[src/rtl/up_bus_pkg.sv]
// Shared definitions for the up_* register bus arbiter: FSM encoding,
// the read data returned on a timed-out access, and an index-width helper.
package up_bus_pkg;

    typedef enum logic [1:0] {
        ST_IDLE  = 2'd0,
        ST_ISSUE = 2'd1,
        ST_WAIT  = 2'd2,
        ST_DONE  = 2'd3
    } state_t;

    localparam logic [31:0] TIMEOUT_RDATA = 32'hDEAD_BEEF;

    // Index width that stays at least one bit wide when only one master exists.
    function automatic int idx_w(input int n);
        return (n > 1) ? $clog2(n) : 1;
    endfunction

endpackage

[src/rtl/up_bus_arbiter_rr_arbiter.sv]
// Combinational round-robin search: first active master at or after ptr,
// wrapping to the lowest active index when nothing at or above ptr is active.
module rr_arbiter #(
    parameter int NUM_REQ = 2,
    parameter int GW      = 1
) (
    input  logic [NUM_REQ-1:0] active,
    input  logic [GW-1:0]      ptr,
    output logic [GW-1:0]      grant,
    output logic               any_active
);

    always_comb begin
        grant      = '0;
        any_active = 1'b0;
        // Lowest active index overall serves as the wrap-around fallback.
        for (int i = NUM_REQ - 1; i >= 0; i--) begin
            if (active[i]) begin
                grant      = GW'(i);
                any_active = 1'b1;
            end
        end
        for (int i = NUM_REQ - 1; i >= 0; i--) begin
            if (active[i] && (GW'(i) >= ptr)) begin
                grant = GW'(i);
            end
        end
    end

endmodule

[src/rtl/up_bus_arbiter.sv]
// Shares the single up_* register bus between NUM_REQ masters: round-robin
// grant, one access in flight, per-access wait timeout with sticky error.
//
//   state    | meaning
//   ---------+-----------------------------------------------------------
//   ST_IDLE  | no access in flight; grant next active master from rr_ptr
//   ST_ISSUE | one-cycle up_wr/up_rd strobe with latched addr/data
//   ST_WAIT  | count cycles until slave completes or TIMEOUT expires
//   ST_DONE  | drop req_wait of the granted master for one cycle
module up_bus_arbiter
    import up_bus_pkg::*;
#(
    parameter int NUM_REQ = 2,
    parameter int ADDR_W  = 32,
    parameter int DATA_W  = 32,
    parameter int MIN_LAT = 2,
    parameter int TIMEOUT = 255
) (
    input  logic                      up_clk,
    input  logic                      up_rst_n,
    input  logic [NUM_REQ-1:0]        req_wr,
    input  logic [NUM_REQ-1:0]        req_rd,
    input  logic [NUM_REQ*ADDR_W-1:0] req_addr,
    input  logic [NUM_REQ*DATA_W-1:0] req_wdata,
    output logic [NUM_REQ-1:0]        req_wait,
    output logic [DATA_W-1:0]         req_rdata,
    output logic                      up_wr,
    output logic                      up_rd,
    output logic [ADDR_W-1:0]         up_addr,
    output logic [DATA_W-1:0]         up_data_wr,
    input  logic [DATA_W-1:0]         up_data_rd,
    input  logic                      up_wait,
    input  logic                      err_clr,
    output logic                      err_timeout,
    output logic                      busy
);

    localparam int GW = idx_w(NUM_REQ);

    state_t              state;
    state_t              state_nxt;
    logic [NUM_REQ-1:0]  active;
    logic [GW-1:0]       arb_grant;
    logic                any_active;
    logic [GW-1:0]       grant_q;
    logic [GW-1:0]       rr_ptr;
    logic [ADDR_W-1:0]   addr_q;
    logic [DATA_W-1:0]   wdata_q;
    logic                op_wr_q;
    logic [7:0]          wait_cnt;
    logic                cmpl_ok;
    logic                tmo_hit;

    assign active  = req_rd | req_wr;
    assign cmpl_ok = (wait_cnt >= 8'(MIN_LAT - 1)) && !up_wait;
    assign tmo_hit = (wait_cnt == 8'(TIMEOUT));

    rr_arbiter #(.NUM_REQ(NUM_REQ), .GW(GW)) u_rr (
        .active     (active),
        .ptr        (rr_ptr),
        .grant      (arb_grant),
        .any_active (any_active)
    );

    always_ff @(posedge up_clk or negedge up_rst_n) begin
        if (!up_rst_n) state <= ST_IDLE;
        else           state <= state_nxt;
    end

    always_comb begin
        state_nxt = state;
        case (state)
            ST_IDLE:  if (any_active) state_nxt = ST_ISSUE;
            ST_ISSUE: state_nxt = ST_WAIT;
            ST_WAIT:  if (cmpl_ok || tmo_hit) state_nxt = ST_DONE;
            ST_DONE:  state_nxt = ST_IDLE;
            default:  state_nxt = ST_IDLE;
        endcase
    end

    always_ff @(posedge up_clk or negedge up_rst_n) begin
        if (!up_rst_n) begin
            grant_q   <= '0;
            rr_ptr    <= '0;
            addr_q    <= '0;
            wdata_q   <= '0;
            op_wr_q   <= 1'b0;
            wait_cnt  <= '0;
            req_rdata <= '0;
        end else begin
            case (state)
                ST_IDLE: if (any_active) begin
                    grant_q <= arb_grant;
                    addr_q  <= req_addr[arb_grant*ADDR_W +: ADDR_W];
                    wdata_q <= req_wdata[arb_grant*DATA_W +: DATA_W];
                    op_wr_q <= req_wr[arb_grant];   // rd+wr together is a write
                end
                ST_ISSUE: wait_cnt <= '0;
                ST_WAIT: begin
                    wait_cnt <= wait_cnt + 8'd1;
                    if (cmpl_ok)      req_rdata <= up_data_rd;
                    else if (tmo_hit) req_rdata <= DATA_W'(TIMEOUT_RDATA);
                end
                ST_DONE: rr_ptr <= (grant_q == GW'(NUM_REQ - 1)) ? '0 : grant_q + GW'(1);
                default: ;
            endcase
        end
    end

    always_ff @(posedge up_clk or negedge up_rst_n) begin
        if (!up_rst_n)                                       err_timeout <= 1'b0;
        else if (state == ST_WAIT && !cmpl_ok && tmo_hit)    err_timeout <= 1'b1;
        else if (err_clr)                                    err_timeout <= 1'b0;
    end

    always_comb begin
        for (int i = 0; i < NUM_REQ; i++) begin
            req_wait[i] = active[i] & ~((state == ST_DONE) && (grant_q == GW'(i)));
        end
    end

    assign up_wr      = (state == ST_ISSUE) &&  op_wr_q;
    assign up_rd      = (state == ST_ISSUE) && !op_wr_q;
    assign up_addr    = (state == ST_IDLE) ? '0 : addr_q;
    assign up_data_wr = (state == ST_IDLE) ? '0 : wdata_q;
    assign busy       = (state != ST_IDLE);

endmodule
[config.mk]
export PLATFORM = sky130hd
export DESIGN_NAME = up_bus_arbiter
export DESIGN_NICKNAME = d
export VERILOG_FILES = /design/src/rtl/up_bus_pkg.sv /design/src/rtl/up_bus_arbiter_rr_arbiter.sv /design/src/rtl/up_bus_arbiter.sv
export SDC_FILE = /design/constraint.sdc
export NUM_CORES = 1
export LEC_CHECK = 0
export CAP_MARGIN = 15
export CORE_ASPECT_RATIO = 1.75
export CORE_MARGIN = 1.5
export CORE_UTILIZATION = 25
export DETAILED_ROUTE_END_ITERATION = 12
export PLACE_DENSITY = 0.55
export SLEW_MARGIN = 5
export SYNTH_ARGS = -nofsm -noshare
export SYNTH_HDL_FRONTEND = slang
export SYNTH_SLANG_ARGS = --single-unit
[constraint.sdc]
create_clock -name up_clk -period 2.2 [get_ports up_clk]
set_input_delay 0.44 -clock up_clk [delete_from_list [all_inputs] [get_ports up_clk]]
set_output_delay 0.44 -clock up_clk [all_outputs]
set_load 0.02 [all_outputs]
Word-level counts from Yosys, hierarchy flattened:

Index checks and enable logic that the tools add are counted.

* add/sub/neg operators: 2
* order comparisons: 4
* equality and inequality tests: 6
* shift-type cells: 2
* multiplexer cells: 18
* bitwise gates (word level): 6
* reductions and logical operators: 21

Operators with widths (number)
* 32-bit two-way mux: 4
* 64-bit by 7-bit indexed part select with 32-bit output: 2
* 8-bit case mux with 2 select lines: 1
* 1-bit two-way mux: 10
* 1-bit logical AND: 9
* 8-bit by 1-bit adder with 8-bit output, second input constant: 1
* 8-bit == test, second input constant: 1
* 8-bit by 1-bit >= comparator with 1-bit output, second input constant: 1
* 2-bit case mux with 4 select lines: 1
* 2-bit nonzero test: 4
* 2-bit AND reduction: 3
* 2-bit == test, second input constant: 2
* 2-bit two-way mux: 2
* 2-bit != test, second input constant: 2
* 1-bit logical NOT: 3
* 1-bit NOT: 3
* 1-bit AND: 2
* 2-bit by 1-bit == test with 1-bit output, second input constant: 1
* 1-bit >= comparator, first input constant: 2
* 2-bit logical NOT: 1
* 1-bit by 2-bit < comparator with 1-bit output, second input constant: 1
* 2-bit bitwise OR: 1
* 1-bit adder, second input constant: 1
* 1-bit logical OR: 1

* flip-flop bits (word level): 110
* output and inout port bits: 102
* word-level logic and storage cells: 68

Depth between registers and ports, before layout:

* word-level depth: 7
* gate-level depth with buffers: 8

By module:

A second synthesis with hierarchy kept.

* cell total of the unflattened synthesis: 511
* area, all modules: 5360.1 µm²

By module, submodules not included
* up_bus_arbiter: instances 1, cells each 508, area an instance 5342.6 µm², sequential area each 2752.6 µm²
* rr_arbiter: instances 1, cells each 3, area an instance 17.5 µm², sequential area each 0.0 µm²

Worst setup path before layout:

No wires, ideal clock.

* path type: reg-to-output
* start: reg state[0]
* end: out up_addr[10]
* arrival: 1388 ps
* data required time: 1760 ps
* setup slack: 372 ps
* cell stages (with the launch flop): 6
* buffers on the path: 2
* cell sequence: dfrtp_1 > inv_1 > ha_1 > clkbuf_1 > clkbuf_1 > nor2b_1

* word-level cells in the longest chain between the ends: 2

Ends and longest elaborated chain
* start: declaration: line up_bus_arbiter.sv:40 `state_t state;`
* start signal: assignment: line up_bus_arbiter.sv:67 `else state <= state_nxt;`
* 2-bit logical NOT: line up_bus_arbiter.sv:124 `assign up_addr = (state == ST_IDLE) ? '0 : addr_q;`
* 32-bit two-way mux: line up_bus_arbiter.sv:124
* end: declaration: line up_bus_arbiter.sv:29 `output logic [ADDR_W-1:0] up_addr,`

No other way between the ends.

Worst setup path in the final report:

* start: reg state[0]
* end: out up_addr[17]

The elaborated chain is that of the path after synthesis.

==> metrics.txt <==
Die Span Y 196 um; CP max stage delay 390 ps; vias in the first global route 5100; DRC violations left 0; fraction of the yosys area taken by sequential cells 0.518; Worst R2R End req_rdata[24]$_DFFE_PN0P_; clk_skew 4.84 ps; clock power share 0.147; WL final 16600 um; Post-synth EDFFs 0; post-layout min period 2110 ps; NetSw 4.80 mW; CTS tree yes; total clock sinks 110; Mapped Cells 512; worst hold path type reg -> reg; GRT overflow 0; VDD IR-drop max 0.000569 V; share of cells above drive strength 1 0.0674; initial drt markers 73; Post-synth ARST share 1.00; Reg clk slew, reported paths 70 ps; worst rel slew slack 0.554; post-DP HPWL 13100 um; port bufs 269; initial core utilization 0.255; row cnt 70; RSZ-0062 raised after global routing yes; Vias 4661; Ports 270; fmax 0.474 GHz; Lkg Pwr 3.87 nW; Clock Latency Late Sink 350 ps; number of nets in the layout 956; crit path DAT 1670 ps; Sw Ratio 0.410; clk root buf clkbuf_16; Critical path origin state[0]$_DFFE_PN0P_; Netlist cell types 34; most frequent cells in the layout clkdlybuf4s50_1, dfrtp_1, nand2_1, o21ai_0, nor2b_1; reg2reg start wait_cnt[0]$_DFFE_PN0P_; DRT Pass-1 Iters 4; status complete, no violations; top routing layer used met4; Synth Warn # 0; Detail Route Antenna Nets 0; Tot Pwr 11.7 mW; sequential power share 0.293; initial antenna violation count 0; Tcrit/Tclk final 0.960; met2 WL 8800 um; syn_nets 687; Worst setup SP type register; WP data required 1760 ps; Post-synth top flop dfrtp_1; Max-Cap Viols 0; Critical Path Sink Type output port; worst reg2reg setup slack 270 ps; die width 113 um; stages on the worst setup path 5; Fin. Hold Viols 0; die area 22200 um^2; CP endpoint up_addr[17]; P_int 6.91 mW; Slew @ Worst Pin 665 ps; Tot GR Track Use 0.150; Post-Synthesis Cell Area 5310 um^2; fin. max-slew vios 0; crit-path max FO 31; Top Family by Delay on Critical Path buffers and inverters; first-pass GRT wire length 25900 um; ant diodes 0; most common cell after layout, fill and taps aside clkdlybuf4s50_1; Yosys reg bits 110; P per Cell Area 1350 nW/um^2; CP Cell Sequence inv_1 > ha_4 > buf_12 > nor2b_1 > clkdlybuf4s15_1; Worst path slowest cell dfrtp_1; M1 WL 6380 um; routability cong. 0.826; Setup TNS Final 0 ps; Layout area overhead 63.7%; syn_area_per_cell 10.4 um^2; Crit Path Category reg -> out; combinational fraction of design power 0.560; worst r2r path cells 6; H-tree Lvls 3; CTS buffer count 9; largest net degree at the start of global routing 51; Core Region 20800 um^2; maximum buffer depth of the clock tree 2; wire per inst 16.0 um; # setup viols final 0; DR vias/cell 4.49; met3 WL 1010 um; WP buf/inv 3
-- registers in the layout (all words and copies together), names as in the netlist --
signal and count:
wait_cnt 8, rr_ptr 1, wdata_q 32, grant_q 1
addr_q 32, op_wr_q 1, state 2, err_timeout 1
req_rdata 32
-- kinds of logic (layout without fill, tap and decap cells) --
| group | Yosys count | count (layout) | share of synthesized area |
|---|---|---|---|
| AO/OA/AOI/OAI | 120 | 120 | 0.140 |
| XOR/XNOR | 1 | 1 | 0.00165 |
| adder cells (fa/ha/maj) | 7 | 7 | 0.0165 |
| buffers and inverters | 47 | 321 | 0.0414 |
| flip-flops | 110 | 110 | 0.518 |
| multiplexers | 67 | 67 | 0.127 |
| AND/OR/NAND/NOR | 160 | 160 | 0.155 |
-- final cells by class --
class / instances / area, um^2
Clock inverter: 4 / 53.8
Timing Repair Buffer: 293 / 2890
Clock buffer: 12 / 267
Fill cell: 2075 / 12100
Multi-Input combinational cell: 355 / 2370
Sequential cell: 110 / 2750
Inverter: 12 / 45.0
Tap cell: 252 / 315
-- worst min-delay path by stage --
stage                                       start                   endpoint  slack [ps]  cells after the start
after global placement                   up_rst_n  req_rdata[23]$_DFFE_PN0P_         370                      1
final                     wdata_q[21]$_DFFE_PN0P_    wdata_q[21]$_DFFE_PN0P_         470                      2
after CTS                 wdata_q[21]$_DFFE_PN0P_    wdata_q[21]$_DFFE_PN0P_         480                      2
after global routing       wdata_q[0]$_DFFE_PN0P_     wdata_q[0]$_DFFE_PN0P_         490                      2
after floorplan                          up_rst_n      addr_q[0]$_DFFE_PN0P_         140                      0
after detailed placement                 up_rst_n  req_rdata[26]$_DFFE_PN0P_         380                      1
-- power by group through the flow --
stage / Sequential, mW / Clock, mW / Combinational (mW)
finish: 3.43 / 1.72 / 6.56
global route: 3.56 / 1.86 / 7.16
CTS: 3.44 / 1.80 / 6.64
detailed placement: 3.47 / 0 / 7.07
global placement: 3.42 / 0 / 6.99
floorplan: 3.71 / 0 / 3.46
-- tightest hold or removal path: stages (launching register included) --
cell and delay, ps:
dfrtp_1 340, nand2_1 40, o21ai_0 60
-- routing by layer --
layer | vias up | track usage
met2 | 195 | 0.280
met4 | 0 | 0.0644
met3 | 29 | 0.0312
met5 | - | 0
met1 | 2141 | 0.160
li1 | 2296 | -
-- cell usage after synthesis (2+ instances only) --
cell type | instances | area, um^2
a21oi_1 | 6 | 30.0
buf_4 | 4 | 30.0
nand4_1 | 2 | 12.5
nor3b_1 | 2 | 15.0
clkbuf_1 | 18 | 67.6
ha_1 | 7 | 87.6
inv_1 | 12 | 45.0
o22ai_1 | 4 | 25.0
dfrtp_1 | 110 | 2750
buf_2 | 11 | 55.1
nor2_1 | 4 | 15.0
nand3_1 | 6 | 30.0
nor2b_1 | 67 | 419
or3_1 | 2 | 12.5
o22a_1 | 25 | 219
buf_6 | 2 | 22.5
o21ai_0 | 71 | 355
a22o_1 | 8 | 70.1
nand2_1 | 71 | 267
mux2i_1 | 66 | 661
-- metrics by stage --
stage	instances	area (um^2)	utilization	hold slack, ps	worst slack, ps
floorplan	512	5310	-	144	372
global placement	1020	8420	0.404	366	18.1
detailed placement	1020	8420	0.404	383	-16.7
CTS	1038	8690	0.417	480	29.7
global route	1038	8700	0.417	495	-8.55
finish	1038	8700	0.417	475	88.5
-- repair_timing --
item	CTS	global route
endpoints found under the setup margin	69	28
gates resized for setup	74	30
pin swaps	1	0
hold endpoints to repair	8	0
hold buffers	1	0
setup buffers	1	0
Note: power is estimated with default switching activity, not from simulation.
